===== config.mk =====
export PLATFORM = sky130hd
export DESIGN_NAME = mult_stream_ctrl
export DESIGN_NICKNAME = d
export VERILOG_FILES = /design/src/rtl/mult_stream_ctrl.sv
export SDC_FILE = /design/constraint.sdc
export NUM_CORES = 1
export LEC_CHECK = 0
export BUFFER_PORTS_ARGS = -buffer_cell sky130_fd_sc_hd__buf_2
export CAP_MARGIN = 0
export CORE_ASPECT_RATIO = 0.7
export CORE_MARGIN = 1.5
export CORE_UTILIZATION = 55
export CTS_CLUSTER_DIAMETER = 200
export DETAILED_ROUTE_END_ITERATION = 7
export PLACE_DENSITY = 0.8
export SLEW_MARGIN = 15
export SYNTH_ARGS = -nofsm -noshare
export SYNTH_HDL_FRONTEND = slang
export SYNTH_SLANG_ARGS = --single-unit

===== constraint.sdc =====
create_clock -name clk -period 3.8 [get_ports clk]
set_clock_uncertainty 0.15 [all_clocks]
set_input_delay 0.38 -clock clk [delete_from_list [all_inputs] [get_ports clk]]
set_output_delay 0.38 -clock clk [all_outputs]
set_load 0.1 [all_outputs]

===== src/rtl/mult_stream_ctrl.sv =====
// Valid/ready front end for a fixed-latency pipelined multiplier: issues operands,
// tags them through the pipeline, and collects products in a FWFT result FIFO.
module mult_stream_ctrl #(
  parameter int WIDTH    = 16,
  parameter int MULT_LAT = 5,
  parameter int DEPTH    = 8
) (
  input  logic                     clk,
  input  logic                     rst_n,
  input  logic                     in_valid,
  output logic                     in_ready,
  input  logic [WIDTH-1:0]         in_a,
  input  logic [WIDTH-1:0]         in_b,
  output logic [WIDTH-1:0]         mult_a,
  output logic [WIDTH-1:0]         mult_b,
  input  logic [2*WIDTH-1:0]       mult_p,
  output logic                     out_valid,
  input  logic                     out_ready,
  output logic [2*WIDTH-1:0]       out_p,
  output logic [$clog2(DEPTH):0]   out_count,
  output logic                     busy
);

  localparam int AW = $clog2(DEPTH);
  localparam int CW = AW + 1;

  // Handshake: a beat transfers on a rising edge where valid && ready; valid never
  // waits on ready, and in_ready depends on registered state only.
  logic [CW-1:0]       credits;
  logic [MULT_LAT-1:0] vld_sr;
  logic [AW-1:0]       wr_ptr;
  logic [AW-1:0]       rd_ptr;
  logic [2*WIDTH-1:0]  mem [DEPTH];

  logic fire;
  logic pop;
  logic push;

  assign mult_a    = in_a;
  assign mult_b    = in_b;
  assign in_ready  = rst_n && (credits < CW'(DEPTH));
  assign out_valid = (out_count != '0);
  assign busy      = (credits != '0);
  assign fire      = in_valid && in_ready;
  assign pop       = out_valid && out_ready;
  assign push      = vld_sr[MULT_LAT-1];
  assign out_p     = out_valid ? mem[rd_ptr] : '0;

  // A credit is held from issue until its product leaves the FIFO, so the FIFO
  // always has room for everything still inside the multiplier.
  always_ff @(posedge clk or negedge rst_n) begin
    if (!rst_n) begin
      credits <= '0;
    end else begin
      case ({fire, pop})
        2'b10:   credits <= credits + CW'(1);
        2'b01:   credits <= credits - CW'(1);
        default: credits <= credits;
      endcase
    end
  end

  // The multiplier has no valid of its own; this tag rides alongside its pipeline.
  always_ff @(posedge clk or negedge rst_n) begin
    if (!rst_n) begin
      vld_sr <= '0;
    end else begin
      vld_sr <= (vld_sr << 1) | MULT_LAT'(fire);
    end
  end

  always_ff @(posedge clk or negedge rst_n) begin
    if (!rst_n) begin
      wr_ptr    <= '0;
      rd_ptr    <= '0;
      out_count <= '0;
    end else begin
      if (push) wr_ptr <= wr_ptr + AW'(1);
      if (pop)  rd_ptr <= rd_ptr + AW'(1);
      case ({push, pop})
        2'b10:   out_count <= out_count + CW'(1);
        2'b01:   out_count <= out_count - CW'(1);
        default: out_count <= out_count;
      endcase
    end
  end

  // Storage is intentionally not reset; out_p masks it while empty.
  always_ff @(posedge clk) begin
    if (push) mem[wr_ptr] <= mult_p;
  end

  a_no_push_when_full : assert property (@(posedge clk) disable iff (!rst_n)
    !(push && (out_count == CW'(DEPTH))))
    else $error("push into full result FIFO");

endmodule


== Word level (Yosys, flattened, before mapping) ==
Memories as Yosys holds them, arrays and structs flattened.
Index checks and enable logic that the tools add are counted.

* Word-level logic and storage cells: 30
* Output and inout port bits: 71
* Bits in registers: 19
* Bits in writable memories: 256
* Memories kept: 1
* Input port bits: 68

{| class="wikitable"
|+ Memories
! name !! words !! width !! rd ports !! clocked after Yosys merged registers in !! write ports !! line !! source
|-
| mem || 8 || 32 || 1 || 0 || 1 || 33 || <nowiki>logic [2*WIDTH-1:0] mem [DEPTH];</nowiki>
|}

* Mux-type cells: 5
* Order comparisons: 1
* Equality and inequality tests: 4
* Reductions and logical operators: 7
* Bitwise operators: 1
* $add $sub $neg: 6

{| class="wikitable"
|+ Operators by type and width
! cell !! count
|-
| $mux W32 || 1
|-
| $pmux W4 S2 || 2
|-
| $add A4 B1 Y4 const B || 2
|-
| $reduce_bool A4 Y1 || 2
|-
| $sub A4 B1 Y4 const B || 2
|-
| $add A3 B1 Y3 const B || 2
|-
| $or A5 B1 Y5 || 1
|-
| $eq A2 B1 Y1 const B || 2
|-
| $eq A2 B2 Y1 const B || 2
|-
| $lt A4 B4 Y1 const B || 1
|-
| $reduce_bool A2 Y1 || 2
|-
| $logic_and A1 B1 Y1 || 3
|-
| $mux W1 || 2
|}

== Longest topological paths before layout ==
Gate-level depths: netlist (run 1).

* Depth after elaboration: 5
* Mapped depth: 11
* Mapped depth without buffers: 10

== Worst setup path before layout (run 1) ==
OpenSTA, ideal clock, no wires.

* Path kind: register to register
* Start: register credits[3]
* End: register credits[2]
* Setup time: 125 ps
* Data required time: 3525 ps
* Clock period less this slack: 3447 ps
* Slack: 353 ps
* Arrival: 3172 ps
* Stages on the path, launching flop included: 10
* Path buffers: 0
* Cell sequence: dfrtp_1 -> nor2b_1 -> nand2_1 -> ha_1 -> xor2_1 -> ha_1 -> a21oi_1 -> xor2_1 -> nor2_1 -> xor2_1

* Word-level cells in the longest chain between the ends: 5
* Elaborated cells on any way between the ends: 7
* Classes of those cells: order compare (1); eq/ne (2); mux (1); reduce/logical (3)

{| class="wikitable"
|+ Ends and longest elaborated chain
! item !! line !! source
|-
| from (decl) || 29 || <nowiki>logic [CW-1:0] credits;</nowiki>
|-
| from (signal assigned) || 56 || <nowiki>2'b10: credits <= credits + CW'(1);</nowiki>
|-
| from (signal assigned) || 57 || <nowiki>2'b01: credits <= credits - CW'(1);</nowiki>
|-
| from (signal assigned) || 58 || <nowiki>default: credits <= credits;</nowiki>
|-
| $lt A4 B4 Y1 (*) || 41 || <nowiki>assign in_ready = rst_n && (credits < CW'(DEPTH));</nowiki>
|-
| $logic_and A1 B1 Y1 (*) || 41 ||
|-
| via in_ready || 11 || <nowiki>output logic in_ready,</nowiki>
|-
| $logic_and A1 B1 Y1 (*) || 44 || <nowiki>assign fire = in_valid && in_ready;</nowiki>
|-
| $eq A2 B1 Y1 / $eq A2 B2 Y1 (equally long branches) || 55 || <nowiki>case ({fire, pop})</nowiki>
|-
| $pmux W4 S2 / $reduce_bool A2 Y1 (equally long branches) || n/a ||
|}

Mark *: on every way through the listed nets, which the timed path passes. The rest lies on a longest branch.
A chain may end at the register's enable or synchronous reset.

== Worst setup path after layout (run 1) ==
* Start: register rd_ptr[0]
* End: output port out_p[15]

* Word-level cells in the longest chain between the ends: 2

{| class="wikitable"
|+ Ends and longest elaborated chain
! item !! line !! source
|-
| from (decl) || 32 || <nowiki>logic [AW-1:0] rd_ptr;</nowiki>
|-
| from (signal assigned) || 79 || <nowiki>if (pop) rd_ptr <= rd_ptr + AW'(1);</nowiki>
|-
| $mem_v2 Z8 W32 || n/a ||
|-
| $mux W32 || 47 || <nowiki>assign out_p = out_valid ? mem[rd_ptr] : '0;</nowiki>
|-
| to (decl) || 19 || <nowiki>output logic [2*WIDTH-1:0] out_p,</nowiki>
|}

No other way between the ends.

==> results.md, run 1 <==
| Parameter | Value |
|:---|:---|
| First-pass GRT wire length | 30,950 microns |
| Grt ovf | 0 |
| Prevailing post-synth register cell | sky130_fd_sc_hd__edfxtp_1 |
| RSZ-0062 raised after global routing | false |
| Path class of the lowest-slack min-delay path | input port to register |
| # Post-CTS Setup Buffers | 0 |
| Stage delay of the slowest cell on the critical path | 0.92 ns |
| Full die area | 20,740 sq um |
| Number of antenna violations at the first check in global routing | 0 |
| Number of endpoints with negative hold slack in the final report | 0 |
| Slowest-stage cell, CP | sky130_fd_sc_hd__dfrtp_4 |
| Total nets after synthesis | 600 |
| Portion of the post-synthesis area used by sequential elements | 74.67% |
| Die height | 121.0 microns |
| Post-Synthesis Cell Area | 10,930 sq um |
| Smallest setup slack after layout | 0.4392 ns |
| Number of levels the H-tree was split into | 1 |
| Cell at the root of the clock tree | sky130_fd_sc_hd__clkbuf_16 |
| Placed wire-length estimate after detailed placement | 11,790 microns |
| Pin slew with the least headroom to its limit | 1.034 ns |
| Number of detailed-route iterations in the first pass | 5 |
| Synthesized area divided by synthesized cell count | 20.86 sq um |
| Synth cell types | 32 |
| Fill cells | 1,238 |
| Floorplan Core Area | 19,180 sq um |
| CTS tree | built |
| Final Critical Period | 3.361 ns |
| Clock sinks | 275 |
| Count of maximum capacitance violations | 0 |
| Number of warnings reported in the yosys synthesis log | 0 |
| Final-layout setup total negative slack | 0 ns |
| Type of origin of the critical path | register |
| EDFF count, synth | 256 |
| Maximum number of pins on one net before global-route repair | 39 |
| Layout overhead on the synthesized area | 15.23% |
| Max clock buf depth | 3 |
| Initial Util | 56.99% |
| Clock input transition at the sequential cells of the worst setup and hold paths | 0.06 ns |
| Routed Wire Length | 20,420 microns |
| Critical path endpoint category | output pin |
| Port buffer count | 74 |
| Critical-path cell list | buf_4, mux4_2, mux2i_1, nor2_1, buf_2 |
| Flop and latch count out of synthesis | 275 |
| Required @ worst endpoint | 3.27 ns |
| Count of routing violations after the opening detailed-route iteration | 530 |
| Die W | 171.5 microns |
| Weighted congestion reported at the end of routability-driven placement | 0.7437 |
| Gr usage total | 20.53% |
| Std-Cell Rows | 42 |
| Inst Count DP | 825 |
| Crit path DAT | 2.83 ns |
| Number of instances resized during post-cts repair | 0 |
| Number of nets still failing antenna checks after routing | 0 |
| Fin cells | 904 |
| Final setup vio count | 0 |
| DRC | 0 |
| Later-pin clock latency in the skew report | 0.51 ns |
| Outcome | complete, no violations |
| Post-DR vias/cell | 5.633 |
| Total vias in the final route | 5,092 |
| Routed wire length per instance | 22.58 microns |
| Vias in the first global route | 5,285 |
| Worst slack at placement | 0.9190 ns |
| Number of nets in the finished design | 697 |
| Share of final-layout standard cells stronger than drive strength 1 | 33.28% |
| Synthesized netlist cell count | 524 |
| Max Clock Freq | 0.2975 GHz |
| Top-Level Pins | 139 |
| Final count of pins violating max slew | 0 |
| Number of CTS-inserted buffers | 25 |
| Worst-path fanout max | 38 |
| Critical Setup Path Class | register to output pin |
| Antenna diode instance count | 0 |
| Worst slew margin relative to its limit | 30.92% |
| Part of the cycle the worst path needs | 88.44% |
| Hold_buf cts | 33 |
| Share of flip-flops with an asynchronous set or reset after synthesis | 6.909% |
[kinds of logic (layout without fill, tap and decap cells)]
kind of cell | after synthesis | after routing | synth area share (%)
buffers and inverters | 57 | 173 | 3.605
AOI/OAI and AO/OA | 8 | 8 | 0.4120
adders and majority gates | 8 | 8 | 0.9157
xor gates and xnor gates | 14 | 14 | 1.122
and+or+nand+nor | 62 | 62 | 2.713
muxes | 100 | 100 | 16.56
DFF | 275 | 275 | 74.67
[area by class of cell]
type	instances	area, sq um	share of cell area, %
multi-input cells	192	2430	19.29
clock buffers	34	689.4	5.473
clock inverters	12	113.9	0.9039
inverters	3	11.26	0.08939
well taps	264	330.3	2.622
flip-flops and latches	275	8169	64.85
repair buffers	124	853.3	6.774
[critical path, delay by kind of cell (launching register included)]
kind / cells / cell delay (ns)
muxes: 2 / 0.67
buffers and inverters: 2 / 0.62
and+or+nand+nor: 1 / 0.06
DFF: 1 / 0.92
[synth_stat cells (2+ instances only)]
| master | count | area, sq um |
|---|---|---|
| sky130_fd_sc_hd__nor2_1 | 40 | 150.1 |
| sky130_fd_sc_hd__xor2_1 | 10 | 87.58 |
| sky130_fd_sc_hd__buf_2 | 12 | 60.06 |
| sky130_fd_sc_hd__buf_6 | 5 | 56.30 |
| sky130_fd_sc_hd__nand2_1 | 5 | 18.77 |
| sky130_fd_sc_hd__inv_1 | 2 | 7.510 |
| sky130_fd_sc_hd__mux2_2 | 3 | 33.78 |
| sky130_fd_sc_hd__a21oi_1 | 4 | 20.02 |
| sky130_fd_sc_hd__buf_4 | 34 | 255.2 |
| sky130_fd_sc_hd__nand2b_1 | 3 | 18.77 |
| sky130_fd_sc_hd__edfxtp_1 | 256 | 7687 |
| sky130_fd_sc_hd__mux4_2 | 64 | 1441 |
| sky130_fd_sc_hd__ha_1 | 8 | 100.1 |
| sky130_fd_sc_hd__dfrtp_1 | 19 | 475.5 |
| sky130_fd_sc_hd__mux2i_1 | 32 | 320.3 |
| sky130_fd_sc_hd__nor2b_1 | 5 | 31.28 |
| sky130_fd_sc_hd__xnor2_1 | 4 | 35.03 |
| sky130_fd_sc_hd__nor3_1 | 2 | 10.01 |
| sky130_fd_sc_hd__clkbuf_1 | 3 | 11.26 |
[placed cells by master (no fill, tap or decap), types with 2 or more instances in the layout]
cell and n:
sky130_fd_sc_hd__a21oi_1 4, sky130_fd_sc_hd__buf_12 2, sky130_fd_sc_hd__buf_2 74, sky130_fd_sc_hd__buf_4 15, sky130_fd_sc_hd__bufinv_16 2, sky130_fd_sc_hd__clkbuf_1 6, sky130_fd_sc_hd__clkbuf_16 25, sky130_fd_sc_hd__clkbuf_8 3
sky130_fd_sc_hd__clkinv_2 9, sky130_fd_sc_hd__dfrtp_1 16, sky130_fd_sc_hd__dfrtp_2 2, sky130_fd_sc_hd__dlygate4sd3_1 33, sky130_fd_sc_hd__edfxtp_1 256, sky130_fd_sc_hd__ha_1 8, sky130_fd_sc_hd__inv_1 2, sky130_fd_sc_hd__mux2_2 3
sky130_fd_sc_hd__mux2i_1 32, sky130_fd_sc_hd__mux4_2 64, sky130_fd_sc_hd__nand2_1 5, sky130_fd_sc_hd__nand2b_1 3, sky130_fd_sc_hd__nor2_1 34, sky130_fd_sc_hd__nor2_4 6, sky130_fd_sc_hd__nor2b_1 5, sky130_fd_sc_hd__nor3_2 2
sky130_fd_sc_hd__xnor2_1 4, sky130_fd_sc_hd__xor2_1 10
[state kept, by name, summed over array words and instances, names as in the netlist]
signal / count
mem: 256
vld_sr: 5
credits: 4
out_count: 4
rd_ptr: 3
wr_ptr: 3
[metrics by stage]
stage | instance area, sq um | hold WS, ns | utilization, %
floorplan | 10930 | -0.06559 | -
global placement | 11460 | 0.1868 | 59.77
detailed placement | 11460 | 0.1858 | 59.77
CTS | 12600 | 0.01023 | 65.68
global route | 12600 | 0.01846 | 65.68
finish | 12600 | 0.04377 | 65.68
[metal layers]
layer	up-vias	GRT usage, %	routed length (microns)
li1	2258	-	-
met3	58	4.012	1654
met1	2585	29.25	8499
met2	191	32.77	9718
met5	-	0	0
met4	0	5.976	542
[path summary, 6_finish.rpt]
check | start | end | slack [ns] | cells after the start
worst max-delay path | rd_ptr[0] | out_p[15] | 0.44 | 5
worst min-delay path | mult_p[23] | mem[7][23] | 0.04 | 1
worst max register to register | out_count[0] | credits[2] | 1.23 | 10
worst min register to register | vld_sr[2] | vld_sr[3] | 0.20 | 0
max in group asynchronous | rst_n | rd_ptr[0] | 2.96 | 2
min in group asynchronous | rst_n | credits[3] | 0.19 | 2
Power of run 1 is left out: the tool's default activity adds up to more than one toggle a clock period on the data nets, which glitch-free logic cannot reach.
==> inputs of run 2 (changes only) <==
--- a/config.mk
+++ b/config.mk
@@ -11,6 +11,6 @@
 export CORE_MARGIN = 1.5
-export CORE_UTILIZATION = 55
+export CORE_UTILIZATION = 58
 export CTS_CLUSTER_DIAMETER = 200
 export DETAILED_ROUTE_END_ITERATION = 7
-export PLACE_DENSITY = 0.8
+export PLACE_DENSITY = 0.84
 export SLEW_MARGIN = 15
==> constraint.sdc (replaced) <==
create_clock -name clk -period 3.8 [get_ports clk]
set_clock_uncertainty 0.15 [all_clocks]
set_input_delay 0.57 -clock clk [delete_from_list [all_inputs] [get_ports clk]]
set_output_delay 0.57 -clock clk [all_outputs]
set_load 0.1 [all_outputs]
==> results.md, run 2 (synthesis results as in run 1) <==
| Parameter | Value | vs previous |
|:---|:---|:---|
| Outcome | complete, no violations | unchanged |
| Number of detailed-route iterations in the first pass | 4 | was 5 |
| Crit path DAT | 2.82 ns | was 2.83 ns |
| Critical path endpoint category | output pin | unchanged |
| Pin slew with the least headroom to its limit | 0.8342 ns | was 1.034 ns |
| Final Critical Period | 3.536 ns | was 3.361 ns |
| Port buffer count | 74 | unchanged |
| Count of routing violations after the opening detailed-route iteration | 427 | was 530 |
| First-pass GRT wire length | 32,420 microns | was 30,950 microns |
| Weighted congestion reported at the end of routability-driven placement | 0.7467 | was 0.7437 |
| RSZ-0062 raised after global routing | false | unchanged |
| Count of maximum capacitance violations | 0 | unchanged |
| R2r startpoint | out_count[0] | unchanged |
| Final count of pins violating max slew | 0 | unchanged |
| Most common cell after layout, fill and taps aside | sky130_fd_sc_hd__edfxtp_1 | unchanged |
| Sink of the worst hold path | vld_sr[0] | was mem[7][23] |
| Worst hold start | in_valid | was mult_p[23] |
| Number of CTS-inserted buffers | 26 | was 25 |
| Worst-path fanout max | 22 | was 38 |
| Top-Level Pins | 139 | unchanged |
| Number of levels the H-tree was split into | 1 | unchanged |
| Placed wire-length estimate after detailed placement | 12,100 microns | was 11,790 microns |
| Worst slew margin relative to its limit | 44.25% | was 30.92% |
| Later-pin clock latency in the skew report | 0.53 ns | was 0.51 ns |
| Post-DR vias/cell | 6.035 | was 5.633 |
| Full die area | 19,690 sq um | was 20,740 sq um |
| Number of nets still failing antenna checks after routing | 0 | unchanged |
| Cell at the root of the clock tree | sky130_fd_sc_hd__clkbuf_16 | unchanged |
| Number of antenna violations at the first check in global routing | 1 | was 0 |
| Slowest-stage cell, CP | sky130_fd_sc_hd__dfrtp_4 | unchanged |
| Die height | 117.9 microns | was 121.0 microns |
| Grt ovf | 0 | unchanged |
| Floorplan Core Area | 18,210 sq um | was 19,180 sq um |
| FF/Latch Area | 8169 sq um | unchanged |
| Routed wire length per instance | 24.85 microns | was 22.58 microns |
| Met2 GRT Util | 37.79% | was 32.77% |
| Most used cells in the layout excluding fill and tap cells | sky130_fd_sc_hd__edfxtp_1, sky130_fd_sc_hd__buf_2, sky130_fd_sc_hd__mux4_2 | unchanged |
| Number of nets in the finished design | 671 | was 697 |
| Endpoint of the lowest-slack register-to-register path | credits[2] | unchanged |
| FF-to-FF setup slack | 0.89 ns | was 1.23 ns |
| Max Clock Freq | 0.2828 GHz | was 0.2975 GHz |
| Share of final-layout standard cells stronger than drive strength 1 | 36.26% | was 33.28% |
| Stage delay of the slowest cell on the critical path | 0.73 ns | was 0.92 ns |
| Routed Wire Length | 21,170 microns | was 20,420 microns |
| Clock sinks | 275 | unchanged |
| Total vias in the final route | 5,142 | was 5,092 |
| Max clock buf depth | 3 | unchanged |
| Critical-path cell list | buf_4, mux4_2, mux2i_1, nor2_1, buf_2 | unchanged |
| Hold path cells | 3 | was 1 |
| Number of endpoints with negative hold slack in the final report | 0 | unchanged |
| Die W | 167.1 microns | was 171.5 microns |
| Met1 usage | 29.46% | was 29.25% |
| Worst R2R Path Depth | 11 | was 10 |
| Largest register FFs | 256 | unchanged |
| Biggest regs | mem: 256 flops, vld_sr: 5 flops | unchanged |
| Required @ worst endpoint | 3.08 ns | was 3.27 ns |
| Std-Cell Rows | 41 | was 42 |
| Clock input transition at the sequential cells of the worst setup and hold paths | 0.07 ns | was 0.06 ns |
| Type of origin of the critical path | register | unchanged |
| Final-layout setup total negative slack | 0 ns | unchanged |
| Vias in the first global route | 5,436 | was 5,285 |
| Part of the cycle the worst path needs | 93.05% | was 88.44% |
| Number of instances resized during post-cts repair | 0 | unchanged |
| Path class of the lowest-slack min-delay path | input port to register | unchanged |
| Fill cells | 1,086 | was 1,238 |
| Gr usage total | 22.35% | was 20.53% |
| Most congested layer reported by global routing | met2 | unchanged |
| Maximum number of pins on one net before global-route repair | 39 | unchanged |
| Delay-heaviest family, CP | multiplexers | was flip-flops |
| Buffering stage count on the worst path with inverters included | 2 | unchanged |
| Final setup vio count | 0 | unchanged |
| Layout overhead on the synthesized area | 13.44% | was 15.23% |
| GRT met3 Usage | 5.077% | was 4.012% |
| CTS tree | built | unchanged |
| Critical Setup Path Class | register to output pin | unchanged |
| DRC | 0 | unchanged |
| Initial Util | 60.03% | was 56.99% |
| Most flop-heavy register | mem | unchanged |
| Area taken by multi-input logic gates | 2430 sq um | unchanged |
## run 2: cell types whose count changed in the layout (fill, tap and decap cells not counted), moves of 2 or more
cell / change
sky130_fd_sc_hd__buf_4: +6
sky130_fd_sc_hd__clkinv_1: +2
sky130_fd_sc_hd__clkinv_2: -4
sky130_fd_sc_hd__bufinv_16: +3
sky130_fd_sc_hd__dlygate4sd3_1: -32
sky130_fd_sc_hd__clkbuf_8: -3
sky130_fd_sc_hd__clkbuf_1: -5
sky130_fd_sc_hd__clkbuf_16: +2
sky130_fd_sc_hd__clkinvlp_4: +4
## run 2: worst min-delay path: stages
cell and delay [ns]:
sky130_fd_sc_hd__buf_2 0.08, sky130_fd_sc_hd__nand2_1 0.09, sky130_fd_sc_hd__inv_1 0.07
## run 2: worst max-delay path by stage
stage | from | end | slack [ns] | cells past startpoint
after CTS | rd_ptr[0] | out_p[31] | 0.25 | 5
after global routing | rd_ptr[0] | out_p[20] | 0.17 | 5
after detailed placement | rd_ptr[0] | out_p[31] | 0.83 | 5
after global placement | rd_ptr[0] | out_p[31] | 0.89 | 5
after floorplan | rst_n | credits[2] | 0.18 | 9
final | rd_ptr[0] | out_p[31] | 0.26 | 5
## run 2: per-layer routing
layer  vias up  part of all wire (%)  routed length [microns]
met2       221                    50                    10650
met1      2659                    40                     8507
met4         2                   2.4                      507
met3        47                   7.0                     1489
li1       2213                     -                        -
met5         -                 0.061                       13
## run 2: metrics by stage
step                instances  setup slack, ns  utilization (%)  hold WS (ns)  instance area, sq um
floorplan                 524           0.1756                -        0.1244                 10930
global placement          802           0.8945            62.89        0.1861                 11450
detailed placement        802           0.8336            62.89        0.1881                 11450
CTS                       851           0.2466            68.08        0.1392                 12400
global route              851           0.1694            68.08        0.1529                 12400
finish                    852           0.2641            68.09        0.1512                 12400
## run 2: area by class of cell
class / count / share of cell area, %
flip-flops and latches: 275 / 65.88
clock buffers: 28 / 5.479
multi-input cells: 192 / 19.59
diodes: 1 / 0.02018
clock inverters: 20 / 2.058
well taps: 236 / 2.381
repair buffers: 97 / 4.500
inverters: 3 / 0.09081
## run 2: repair_timing
action	4_1_cts	5_1_grt
hold endpoints to repair	19	0
buffers inserted	0	0
hold buffers	1	0
setup endpoints to repair	0	0
Power of run 2 is left out for the same reason.
==> inputs of run 3 (changes only) <==
Settings changed: CORE_ASPECT_RATIO 0.7 to 1.25.
==> results.md, run 3 (synthesis results as in run 1) <==
| Parameter | Value | vs previous |
|:---|:---|:---|
| Outcome | complete, but fails checks | was complete, no violations |
| Violations in the final reports | design-rule violations |  |
| Share of final-layout standard cells stronger than drive strength 1 | 34.32% | was 36.26% |
| Worst-path fanout max | 18 | was 22 |
| Part of the cycle the worst path needs | 90.60% | was 93.05% |
| Worst slew margin relative to its limit | 54.98% | was 44.25% |
| Die height | 156.5 microns | was 117.9 microns |
| Type of origin of the critical path | register | unchanged |
| Maximum number of pins on one net before global-route repair | 37 | was 39 |
| Layout overhead on the synthesized area | 11.19% | was 13.44% |
| Worst hold slack | 0.1680 ns | was 0.1512 ns |
| Routed Wire Length | 21,740 microns | was 21,170 microns |
| Smallest setup slack after layout | 0.3572 ns | was 0.2641 ns |
| Critical path endpoint category | output pin | unchanged |
| Cell at the root of the clock tree | sky130_fd_sc_hd__clkbuf_16 | unchanged |
| Weighted congestion reported at the end of routability-driven placement | 0.7258 | was 0.7467 |
| Final setup vio count | 0 | unchanged |
| Total vias in the final route | 5,152 | was 5,142 |
| Routed wire length per instance | 26.06 microns | was 24.85 microns |
| Number of detailed-route iterations in the first pass | 8 | was 4 |
| Critical Setup Path Class | register to output pin | unchanged |
| Max clock buf depth | 3 | unchanged |
| Floorplan Core Area | 18,310 sq um | was 18,210 sq um |
| First-pass GRT wire length | 32,980 microns | was 32,420 microns |
| Required @ worst endpoint | 3.08 ns | about the same |
| # Post-CTS Setup Buffers | 0 | unchanged |
| Final Critical Period | 3.443 ns | was 3.536 ns |
| Number of antenna violations at the first check in global routing | 0 | was 1 |
| Worst slack at placement | 0.8365 ns | was 0.8336 ns |
| Count of maximum capacitance violations | 0 | unchanged |
| DRC | 16 | was 0 |
| Final-layout setup total negative slack | 0 ns | unchanged |
| Number of nets still failing antenna checks after routing | 0 | unchanged |
| Clock input transition at the sequential cells of the worst setup and hold paths | 0.07 ns | about the same |
| Largest register FFs | 256 | unchanged |
| Post-DR vias/cell | 6.177 | was 6.035 |
| CTS tree | built | unchanged |
| Full die area | 19,690 sq um | about the same |
| Vias in the first global route | 5,569 | was 5,436 |
| Final count of pins violating max slew | 0 | unchanged |
| Placed wire-length estimate after detailed placement | 12,830 microns | was 12,100 microns |
| Path class of the lowest-slack min-delay path | input port to register | unchanged |
| Std-Cell Rows | 55 | was 41 |
| Hold_buf cts | 1 | unchanged |
| Most common cell after layout, fill and taps aside | sky130_fd_sc_hd__edfxtp_1 | unchanged |
| Number of levels the H-tree was split into | 1 | unchanged |
| Biggest regs | mem: 256 flops, vld_sr: 5 flops | unchanged |
| Pin slew with the least headroom to its limit | 0.6753 ns | was 0.8342 ns |
| Clock sinks | 275 | unchanged |
| Most used cells in the layout excluding fill and tap cells | sky130_fd_sc_hd__edfxtp_1, sky130_fd_sc_hd__buf_2, sky130_fd_sc_hd__mux4_2 | unchanged |
| Crit path DAT | 2.72 ns | was 2.82 ns |
| RSZ-0062 raised after global routing | false | unchanged |
| Grt ovf | 0 | unchanged |
| Port buffer count | 74 | unchanged |
| Number of CTS-inserted buffers | 25 | was 26 |
| Gr usage total | 22.82% | was 22.35% |
| Later-pin clock latency in the skew report | 0.51 ns | was 0.53 ns |
| Number of nets in the finished design | 666 | was 671 |
| Top-Level Pins | 139 | unchanged |
| Initial Util | 59.72% | was 60.03% |
| Count of routing violations after the opening detailed-route iteration | 514 | was 427 |
| Max Clock Freq | 0.2905 GHz | was 0.2828 GHz |
| Number of endpoints with negative hold slack in the final report | 0 | unchanged |
| Die W | 125.8 microns | was 167.1 microns |
| Antenna diode instance count | 0 | was 1 |
| Most flop-heavy register | mem | unchanged |
| Number of instances resized during post-cts repair | 0 | unchanged |
-- run 3: layout make-up --
cell class                      instances  area [sq um]
Multi-Input combinational cell        192          2430
Timing Repair Buffer                   93         528.0
Clock inverter                         14         91.34
Fill cell                            1153          6150
Sequential cell                       275          8169
Clock buffer                           29         640.6
Tap cell                              228         285.3
Inverter                                3         11.26
-- run 3: worst max-delay path, cell delays in order (launching register included) --
cell,delay (ns)
sky130_fd_sc_hd__dfrtp_4,0.66
sky130_fd_sc_hd__buf_4,0.36
sky130_fd_sc_hd__mux4_2,0.54
sky130_fd_sc_hd__mux2i_1,0.22
sky130_fd_sc_hd__nor2_1,0.09
sky130_fd_sc_hd__buf_2,0.32
-- run 3: path summary, 6_finish.rpt --
path | slack (ns) | endpoint | startpoint | cells after the start
min reg2reg | 0.21 | vld_sr[4] | vld_sr[3] | 0
max in group asynchronous | 2.77 | rd_ptr[0] | rst_n | 2
min in group asynchronous | 0.38 | out_count[3] | rst_n | 2
max reg2reg | 1.32 | credits[2] | out_count[0] | 10
min | 0.17 | vld_sr[0] | in_valid | 3
max | 0.36 | out_p[31] | rd_ptr[0] | 5
-- run 3: per-stage QoR --
stage | std cells | cell area [sq um] | utilization (%)
3_3_place_gp | 790 | 11410 | 62.35
5_1_grt | 834 | 12160 | 66.40
6_report | 834 | 12160 | 66.40
3_5_place_dp | 790 | 11410 | 62.35
2_1_floorplan | 524 | 10930 | -
4_1_cts | 834 | 12160 | 66.40
-- run 3: per-layer routing --
layer / share of wire (%) / track usage [%]
met1: 37 / 28.31
met2: 53 / 40.03
met3: 6.3 / 3.282
met4: 3.3 / 10.95
met5: 0 / 0
Power of run 3 is left out for the same reason.
